$ cat config.mk
export PLATFORM = sky130hd
export DESIGN_NAME = pixel_fetch
export DESIGN_NICKNAME = d
export VERILOG_FILES = /design/src/rtl/pixel_fetch.sv
export SDC_FILE = /design/constraint.sdc
export NUM_CORES = 1
export LEC_CHECK = 0
export CAP_MARGIN = 20
export CORE_ASPECT_RATIO = 2
export CORE_MARGIN = 4
export CORE_UTILIZATION = 56
export DETAILED_ROUTE_END_ITERATION = 16
export PLACE_DENSITY = 0.88
export SYNTH_ARGS = -nofsm -noshare
export SYNTH_HDL_FRONTEND = slang
export SYNTH_SLANG_ARGS = --single-unit
$ cat constraint.sdc
create_clock -name CLK -period 5.6 [get_ports CLK]
set_input_delay 0.84 -clock CLK [delete_from_list [all_inputs] [get_ports CLK]]
set_output_delay 0.84 -clock CLK [all_outputs]
set_load 0.005 [all_outputs]
$ cat src/rtl/pixel_fetch.sv
// pixel_fetch: turns timing-generator windows into pixel coordinates, issues framebuffer reads
// and drives latency-aligned RGB 3-3-2 plus delayed syncs.
module pixel_fetch #(
    parameter int CLKS_PER_PIXEL = 4,
    parameter int H_PIXELS       = 640,
    parameter int V_LINES        = 480,
    parameter int ADDR_W         = 19,
    parameter int RD_LAT         = 2
) (
    input  logic              CLK,
    input  logic              CLR,
    input  logic              hBright,
    input  logic              vBright,
    input  logic              hSync,
    input  logic              vSync,
    input  logic [7:0]        fb_data,
    output logic [ADDR_W-1:0] fb_addr,
    output logic              fb_rd,
    output logic [9:0]        pixX,
    output logic [8:0]        pixY,
    output logic [2:0]        red,
    output logic [2:0]        green,
    output logic [1:0]        blue,
    output logic              hSyncOut,
    output logic              vSyncOut
);
    localparam int DW = $clog2(CLKS_PER_PIXEL);

    logic [DW-1:0]     div_q, div_d;
    logic              hb_q, armed_q, fetch_en_q, fetch_en_d, fb_rd_q, fb_rd_d;
    logic [ADDR_W-1:0] fb_addr_q, fb_addr_d, line_base_q, line_base_d;
    logic [9:0]        pix_x_q, pix_x_d;
    logic [8:0]        pix_y_q, pix_y_d;
    logic [RD_LAT:0]   bright_q, hs_q, vs_q;
    logic [RD_LAT-1:0] rd_q;
    logic [7:0]        hold_q, hold_d, rgb_q, rgb_d;
    logic              active, line_start, line_end, wrap, last_col, row_step;

    // armed_q blocks a false line start when reset is released in the middle of a line
    assign active     = hBright & vBright;
    assign line_start = active & ~hb_q & armed_q;
    assign line_end   = ~hBright & hb_q & vBright;
    assign wrap       = div_q == DW'(CLKS_PER_PIXEL - 1);
    assign last_col   = pix_x_q == 10'(H_PIXELS - 1);
    assign row_step   = line_end & (pix_y_q != 9'(V_LINES - 1));

    always_comb begin
        div_d       = (!active || wrap) ? '0 : div_q + DW'(1);
        fb_rd_d     = active & (div_q == '0) & (fetch_en_q | line_start);
        fetch_en_d  = (!hBright || (fb_rd_d && last_col)) ? 1'b0 : line_start ? 1'b1 : fetch_en_q;
        fb_addr_d   = fb_rd_d ? line_base_q + ADDR_W'(pix_x_q) : fb_addr_q;
        pix_x_d     = !active ? '0 : (wrap && !last_col) ? pix_x_q + 10'd1 : pix_x_q;
        pix_y_d     = !vBright ? '0 : row_step ? pix_y_q + 9'd1 : pix_y_q;
        line_base_d = !vBright ? '0 : row_step ? line_base_q + ADDR_W'(H_PIXELS) : line_base_q;
        hold_d      = rd_q[RD_LAT-1] ? fb_data : hold_q;
        rgb_d       = bright_q[RD_LAT] ? hold_d : 8'd0;
    end

    always_ff @(posedge CLK or posedge CLR) begin
        if (CLR) begin
            div_q       <= '0;
            hb_q        <= 1'b0;
            armed_q     <= 1'b0;
            fetch_en_q  <= 1'b0;
            fb_rd_q     <= 1'b0;
            fb_addr_q   <= '0;
            line_base_q <= '0;
            pix_x_q     <= '0;
            pix_y_q     <= '0;
            bright_q    <= '0;
            hs_q        <= '1;
            vs_q        <= '1;
            rd_q        <= '0;
            hold_q      <= '0;
            rgb_q       <= '0;
        end else begin
            div_q       <= div_d;
            hb_q        <= hBright;
            armed_q     <= armed_q | ~hBright;
            fetch_en_q  <= fetch_en_d;
            fb_rd_q     <= fb_rd_d;
            fb_addr_q   <= fb_addr_d;
            line_base_q <= line_base_d;
            pix_x_q     <= pix_x_d;
            pix_y_q     <= pix_y_d;
            bright_q    <= {bright_q[RD_LAT-1:0], active};
            hs_q        <= {hs_q[RD_LAT-1:0], hSync};
            vs_q        <= {vs_q[RD_LAT-1:0], vSync};
            rd_q        <= RD_LAT'({rd_q, fb_rd_q});
            hold_q      <= hold_d;
            rgb_q       <= rgb_d;
        end
    end

    assign fb_addr  = fb_addr_q;
    assign fb_rd    = fb_rd_q;
    assign pixX     = pix_x_q;
    assign pixY     = pix_y_q;
    assign red      = rgb_q[7:5];
    assign green    = rgb_q[4:2];
    assign blue     = rgb_q[1:0];
    assign hSyncOut = hs_q[RD_LAT];
    assign vSyncOut = vs_q[RD_LAT];
endmodule

==> metrics.yaml, run 1 <==
reg2reg_to: "fb_addr[16]"
die_width_um: 64.6
drive_gt1_share_pct: 10.5
dieHeight_um: 121
synth_top_area_share_pct: 53.7
hp-class: "register to register"
pwr-share-seq_pct: 47.9
htree_levels: 3
overflow: 0
antenna_left: 0
cts.path.max_buffers: 2
cp_common_cell: "inv_2"
clock_sinks: 83
cts_tree: "yes"
ys_warn_count: 0
cp_max_fo: 25
fin_skew_ns: 0.00462
slowest_stage: "clkdlybuf4s50_1"
drc_errors: 0
core_mm2: 0.00626
gp_congestion: 0.815
postCtsSetupBuffers: 0
hold_start: "hs_q[1]"
crit_family: "buffers and inverters"
path_cells: "clkdlybuf4s50_1, nand2_1, inv_2, o211ai_2, inv_2, nor2_1, a31oi_1"
fin_nets: 416
routed_wl_um: 8050
yosysTopAreaCell: "dfrtp_1"
run_status: "finished clean"
p_clk_share_pct: 44.0
dp_hpwl_um: 5580
firstDrtPassIters: 4
power.leakage_uw: 0.00197
antenna_found_initial: 0
p_per_area_mw_per_mm2: 298
worst_pin_slew_ns: 0.922
grt_max_degree: 71
ys_top_cells_by_count: "dfrtp_1, nand2_1, nor2_1"
regToRegStartpoint: "pixX[8]"
cp-end-kind: "register"
total_power_uw: 1370
antenna_cells: 0
hold_violations: 0
wl_per_cell_um: 16.6
cts_resized: 0
dieArea_mm2: 0.00783
clk_latency_ns: 0.34
crit_cells: 7
num_rows: 41
vias_per_cell: 5.64
critPathRequiredTime_ns: 5.85
yosysSeqAreaShare_pct: 58.1
synth_edf_count: 0
timing.final.crit_share_pct: 49.3
p_int_uw: 1060
finalSetupTns_ns: 0
io_pins: 63
cp.arrival_ns: 3.02
r2r_slack_ns: 3.43
port_buffers: 62
setup_viol: 0
root_buffer: "clkbuf_16"
slew_headroom_pct: 38.3
p_sw_uw: 315
floorplan.initialDensity_pct: 57.3
hold_end: "hs_q[2]"
synth.net_count: 349
rsz0062_at_grt: "no"
grt_pass1_vias: 2865
dr.first_iter.drc_count: 131
synth.area.top_cells: "dfrtp_1, dfstp_2, nand2_1"
postSynthAreaPerCell_um2: 11.0
syn_to_final_growth_pct: 28.4
dominantRegCellSynth: "dfrtp_1"
ys_ff_latch: 83
vias: 2737
maxCapViolCount: 0
hold_depth: 0
crit_path_start_kind: "input pin"
critPathKind: "input pin to register"
synth_most_common_cell: "dfrtp_1"
switching_share_pct: 22.9
crit_buf_inv: 3
clk_pin_slew_ns: 0.06
period_minus_slack_ns: 2.76
critPathMaxStageDelay_ns: 0.66
grt.total_usage_pct: 23.0
maxSlewViolCount: 0
fmax_mhz: 362
cts_hold_buffers: 0
synth-async-reset-ratio_pct: 100
peakVddDrop_v: 0.000186
p_comb_share_pct: 8.1
grt_pass1_wl_um: 13800
r2r.worst_path.cells: 5
netlist_area_mm2: 0.00359
synth.distinct_cells: 51
synthCells: 327
cts_buffers: 9
registers in the layout, indices dropped and copies added (netlist names):
signal	count
rd_q	2
armed_q	1
hs_q	3
pixX	10
hold_q	8
hb_q	1
fb_addr	19
fetch_en_q	1
rgb_q	8
line_base_q	12
bright_q	3
vs_q	3
fb_rd	1
pixY	9
div_q	2
cells in the final DEF, fill, tap and decap left out, drive strengths merged, types with 5 or more instances in the layout:
master / netlist / final
dfstp: 6 / 6
nor3: 10 / 10
or4: 6 / 6
a21oi: 14 / 14
xnor2: 10 / 10
clkdlybuf4s50: 0 / 62
nand3: 9 / 9
clkbuf: 4 / 10
nand4: 6 / 6
ha: 8 / 8
mux2: 8 / 8
and2: 9 / 9
nand2: 41 / 41
o21ai: 19 / 19
a31oi: 5 / 5
inv: 11 / 12
o31ai: 10 / 10
nor2: 21 / 21
xor2: 6 / 6
dfrtp: 77 / 77
or3: 7 / 7
worst max path at each step:
stage,end,start
floorplan,armed_q,CLR
global placement,fb_addr[17],vBright
detailed placement,fb_addr[18],vBright
CTS,fb_addr[16],vBright
global route,fb_addr[17],vBright
finish,fb_addr[16],vBright
kinds of logic after synthesis:
family | share of synthesized area, %
DFF | 58.1
xor gates and xnor gates | 3.91
AOI/OAI and AO/OA | 11.1
muxes | 3.35
adders and majority gates | 2.79
buffers and inverters | 2.30
and+or+nand+nor | 18.5
layout make-up:
type / instances / area (um2)
timing repair buffer: 64 / 636
fill: 449 / 1650
multi-input combinational: 224 / 1420
inverter: 12 / 46.3
sequential: 83 / 2080
clock inverter: 6 / 72.6
tap: 86 / 108
clock buffer: 10 / 239
worst register-to-register path: stages (launching register included):
cell and delay (ns):
dfrtp_1 0.44, ha_1 0.37, a211oi_1 0.68, or2_1 0.27, o21ai_0 0.12, a31oi_1 0.19
layer usage:
metal  track usage (%)  up-vias  wire length, um
li1                  -     1287                -
met1              25.0     1360             3030
met2              42.4       73             4520
met3              3.80       17              294
met4              10.5        0              214
met5                 0        -                0
stage by stage:
stage,setup slack [ns],std cells,util [%],hold slack (ns),area [um2]
5_1_grt,2.52,485,73.6,0.362,4610
2_1_floorplan,2.63,327,-,0.331,3590
3_5_place_dp,2.48,468,68.5,0.345,4290
3_3_place_gp,2.66,468,68.5,0.335,4290
6_report,2.84,485,73.6,0.355,4610
4_1_cts,2.81,484,73.5,0.357,4600
power by group through the flow:
stage                     clock network, uW  registers, uW  logic [uW]
after floorplan                           0            662        57.4
after global placement                    0            665         107
after detailed placement                  0            668         111
after CTS                               609            658         114
after global routing                    635            663         125
final                                   604            657         112
Note: power is estimated with default switching activity, not from simulation.
==> run 2: changes to the inputs <==
Settings changed: CORE_UTILIZATION 56 to 47, PLACE_DENSITY 0.88 to 0.79.
Clock period 5.6 ns to 2.3 ns, I/O delays scaled along.
==> run 2 against run 1 <==
Net effect: final cell count grew 2.9%; die area grew 17%; critical path depth shrank 1; worst hold slack lost 0.011 ns; first-iteration DRC count grew 3.1%; sequential cell count is the same; register-to-register slack lost 3.1 ns; largest cell class unchanged; highest routed layer unchanged.
==> metrics.yaml, run 2 (synthesis results as in run 1) <==
maxSlewViolCount: 0
wl_per_cell_um: 14.8
p_sw_uw: 700
maxCapViolCount: 0
final_common_cell: "dfrtp_1"
drive_gt1_share_pct: 12.0
p_per_area_mw_per_mm2: 724
cts_tree: "yes"
fmax_mhz: 506
cp-end-kind: "register"
clock_sinks: 83
dr.first_iter.drc_count: 135
path_cells: "ha_1, a211oi_1, buf_4, or2_1, or4_1, a31oi_1"
largest_reg_flops: 19
r2r_slack_ns: 0.32
p_comb_share_pct: 8.3
antenna_left: 0
io_pins: 63
num_rows: 44
hp-class: "register to register"
run_status: "finished clean"
p_clk_share_pct: 45.0
htree_levels: 3
rsz0062_at_grt: "no"
switching_share_pct: 20.5
hold_violations: 0
cts_hold_buffers: 0
nFillCells: 592
pwr-share-seq_pct: 46.6
dieHeight_um: 132
firstDrtPassIters: 4
total_power_uw: 3420
cp.arrival_ns: 2.23
drc_errors: 0
gp_congestion: 0.870
dp_hpwl_um: 5410
grt_pass1_vias: 2773
setup_viol: 0
fin_cells: 499
dieArea_mm2: 0.00918
routed_wl_um: 7370
crit_path_start_kind: "register"
dp_cells: 483
die_width_um: 69.8
power.leakage_uw: 0.00202
root_buffer: "clkbuf_16"
vias: 2672
fin_nets: 424
fin_skew_ns: 0.00570
slowest_stage: "dfrtp_1"
clk_pin_slew_ns: 0.06
critPathKind: "register to register"
cts_resized: 0
slew_headroom_pct: 67.9
port_buffers: 62
peakVddDrop_v: 0.000551
finalSetupTns_ns: 0
timing.final.crit_share_pct: 85.9
period_minus_slack_ns: 1.98
antenna_cells: 0
p_int_uw: 2720
vias_per_cell: 5.35
pre_cts_ws_ns: 0.326
cts.path.max_buffers: 2
grt_max_degree: 38
syn_to_final_growth_pct: 31.5
critPathMaxStageDelay_ns: 0.43
core_mm2: 0.00732
critPathRequiredTime_ns: 2.56
postCtsSetupBuffers: 0
grt.total_usage_pct: 17.3
final_cell_mix: "dfrtp_1, clkdlybuf4s50_1, nand2_1"
cts_buffers: 9
setup_ws_ns: 0.325
worst_pin_slew_ns: 0.480
antenna_found_initial: 0
clk_latency_ns: 0.33
overflow: 0
grt_pass1_wl_um: 12800
cp_max_fo: 6
floorplan.initialDensity_pct: 49.0
-- run 2: final timing paths --
check	start	endpoint	cells past startpoint
worst min register to register	bright_q[0]	bright_q[1]	0
worst max-delay path	pixX[8]	fb_addr[18]	6
worst max register to register	pixX[8]	fb_addr[18]	6
worst min-delay path	bright_q[0]	bright_q[1]	0
max in group asynchronous	CLR	vs_q[1]	3
min in group asynchronous	CLR	hold_q[3]	2
-- run 2: cell type report --
type / count / area, um2 / share of cell area, %
multi-input cells: 224 / 1420 / 30.1
well taps: 92 / 115 / 2.44
inverters: 12 / 48.8 / 1.03
flip-flops and latches: 83 / 2080 / 44.2
clock inverters: 4 / 72.6 / 1.54
repair buffers: 72 / 721 / 15.3
clock buffers: 12 / 256 / 5.44
-- run 2: worst max-delay path: cells and delay by family, from the launching register on --
family          cells  cell delay (ns)
compound gates      2             0.26
fa+ha+maj           1             0.36
buf+inv             1             0.16
flops               1             0.43
simple gates        2             0.68
-- run 2: layer usage --
layer  up-vias  global-route usage (%)  part of all wire, %
li1       1308                       -                    -
met4         0                    8.00                  2.2
met2        72                    31.0                   54
met1      1283                    18.8                   39
met3         9                    4.28                  4.7
met5         -                       0                    0
-- run 2: stage by stage --
step           util, %  area [um2]  hold slack, ns
6_report          64.4        4720           0.344
5_1_grt           64.4        4720           0.356
4_1_cts           64.4        4720           0.348
3_5_place_dp      59.9        4390           0.335
3_3_place_gp      59.9        4390           0.333
2_1_floorplan        -        3590           0.331
-- run 2: power by group through the flow --
stage          combinational [uW]  clock (uW)  sequential, uW
6_report                      285        1540            1590
3_5_place_dp                  289           0            1620
4_1_cts                       293        1580            1600
3_3_place_gp                  279           0            1620
2_1_floorplan                 140           0            1610
5_1_grt                       319        1630            1600
==> run 3: changes to the inputs <==
Settings changed: CORE_UTILIZATION 47 to 45, CTS_CLUSTER_SIZE from default to 25, PLACE_DENSITY 0.79 to 0.77.
==> run 3 against run 2 <==
Net effect: global-route usage down 0.42 points; non-clock buffer count down 1; register-to-register slack worse by 0.02 ns; die area up 4.0%; sequential share of layout area up 0.14 points; final cell count up 0.20%; worst hold slack better by 0.0048 ns; sequential cell count unchanged; core utilization down 3.0 points; routed wire length down 0.38%; sequential power about the same; clock skew down 0.0020 ns; critical path type unchanged; critical endpoint unchanged.
==> metrics.yaml, run 3 (synthesis results as in run 1) <==
worst_pin_slew_ns: 0.428
fin_skew_ns: 0.00367
period_minus_slack_ns: 2.00
antenna_cells: 0
gp_congestion: 0.825
nFillCells: 651
vias_per_cell: 5.39
routed_wl_um: 7340
final_common_cell: "dfrtp_1"
dpl_cell_area_mm2: 0.00437
hold_end: "bright_q[1]"
critPathRequiredTime_ns: 2.55
cp-end-kind: "register"
grt_max_degree: 84
largest_reg_flops: 19
antenna_found_initial: 0
die_width_um: 71.1
wl_per_cell_um: 14.7
num_rows: 45
hold_violations: 0
crit_path_start_kind: "register"
cts_hold_buffers: 0
rsz0062_at_grt: "no"
finalSetupTns_ns: 0
pre_cts_ws_ns: 0.307
power.leakage_uw: 0.00202
clk_latency_ns: 0.34
fin_nets: 423
syn_to_final_growth_pct: 31.1
grt.total_usage_pct: 16.9
timing.final.crit_share_pct: 86.9
grt_pass1_wl_um: 12800
maxCapViolCount: 0
r2r.worst_path.cells: 6
cp.arrival_ns: 2.25
htree_levels: 3
cp_max_fo: 6
clock_sinks: 83
dp_cells: 484
grt_pass1_vias: 2747
port_buffers: 62
drc_errors: 0
dp_hpwl_um: 5190
cts_tree: "yes"
io_pins: 63
p_per_area_mw_per_mm2: 732
firstDrtPassIters: 4
dieArea_mm2: 0.00955
overflow: 0
slew_headroom_pct: 71.5
setup_ws_ns: 0.300
vias: 2696
dieHeight_um: 134
cts_buffers: 9
fmax_mhz: 500
core_mm2: 0.00766
cts.path.max_buffers: 2
dr.first_iter.drc_count: 125
hp-class: "register to register"
setup_viol: 0
antenna_left: 0
hold_depth: 0
fin_cells: 500
regToRegStartpoint: "pixX[8]"
postCtsSetupBuffers: 0
final_cell_mix: "dfrtp_1, clkdlybuf4s50_1, nand2_1"
drive_gt1_share_pct: 12.1
hold_start: "bright_q[0]"
floorplan.initialDensity_pct: 46.8
postLayoutCellArea_mm2: 0.00470
r2r_slack_ns: 0.30
maxSlewViolCount: 0
run_status: "finished clean"
critPathKind: "register to register"
clk_pin_slew_ns: 0.06
peakVddDrop_v: 0.000541
reg2reg_to: "fb_addr[18]"
root_buffer: "clkbuf_16"
cts_resized: 0
==> run 3: area by class of cell <==
cell class	count	area [um2]	share of cell area (%)
Tap cell	94	118	2.50
Clock inverter	7	106	2.26
Sequential cell	83	2080	44.3
Inverter	12	48.8	1.04
Timing Repair Buffer	71	701	14.9
Clock buffer	9	225	4.79
Multi-Input combinational cell	224	1420	30.2
==> run 3: worst max-delay path by stage <==
stage,from,end,slack [ns]
after floorplan,pixX[8],fb_addr[18],0.51
after global placement,hBright,line_base_q[18],0.37
after detailed placement,pixX[8],fb_addr[18],0.31
after CTS,pixX[8],fb_addr[18],0.29
after global routing,pixX[8],fb_addr[18],0.23
final,pixX[8],fb_addr[18],0.30
==> run 3: worst max-delay path, stage by stage, from the launching register on <==
cell	delay (ns)
dfrtp_1	0.44
ha_1	0.36
a211oi_1	0.08
buf_4	0.16
or2_1	0.28
or4_1	0.42
a31oi_1	0.18
==> run 3: layer usage <==
| layer | GRT usage (%) | part of all wire [%] | vias up |
|---|---|---|---|
| met4 | 9.00 | 3.0 | 0 |
| met3 | 4.88 | 4.7 | 13 |
| met5 | 0 | 0 | - |
| met1 | 19.3 | 40 | 1320 |
| met2 | 28.2 | 52 | 56 |
| li1 | - | - | 1307 |
==> run 3: power breakdown <==
part           switching [uW]  leakage [uW]  total [uW]  internal, uW
registers                39.8       0.00109        1590          1550
logic                     124      0.000758         278           153
clock network             601      0.000163        1570           971
total                     765       0.00202        3440          2680
==> run 3: metrics by stage <==
step / power [uW] / util, % / hold slack [ns]
floorplan: 1750 / - / 0.331
global placement: 1890 / 57.1 / 0.332
detailed placement: 1900 / 57.1 / 0.336
CTS: 3500 / 61.4 / 0.352
global route: 3590 / 61.4 / 0.361
finish: 3440 / 61.4 / 0.349
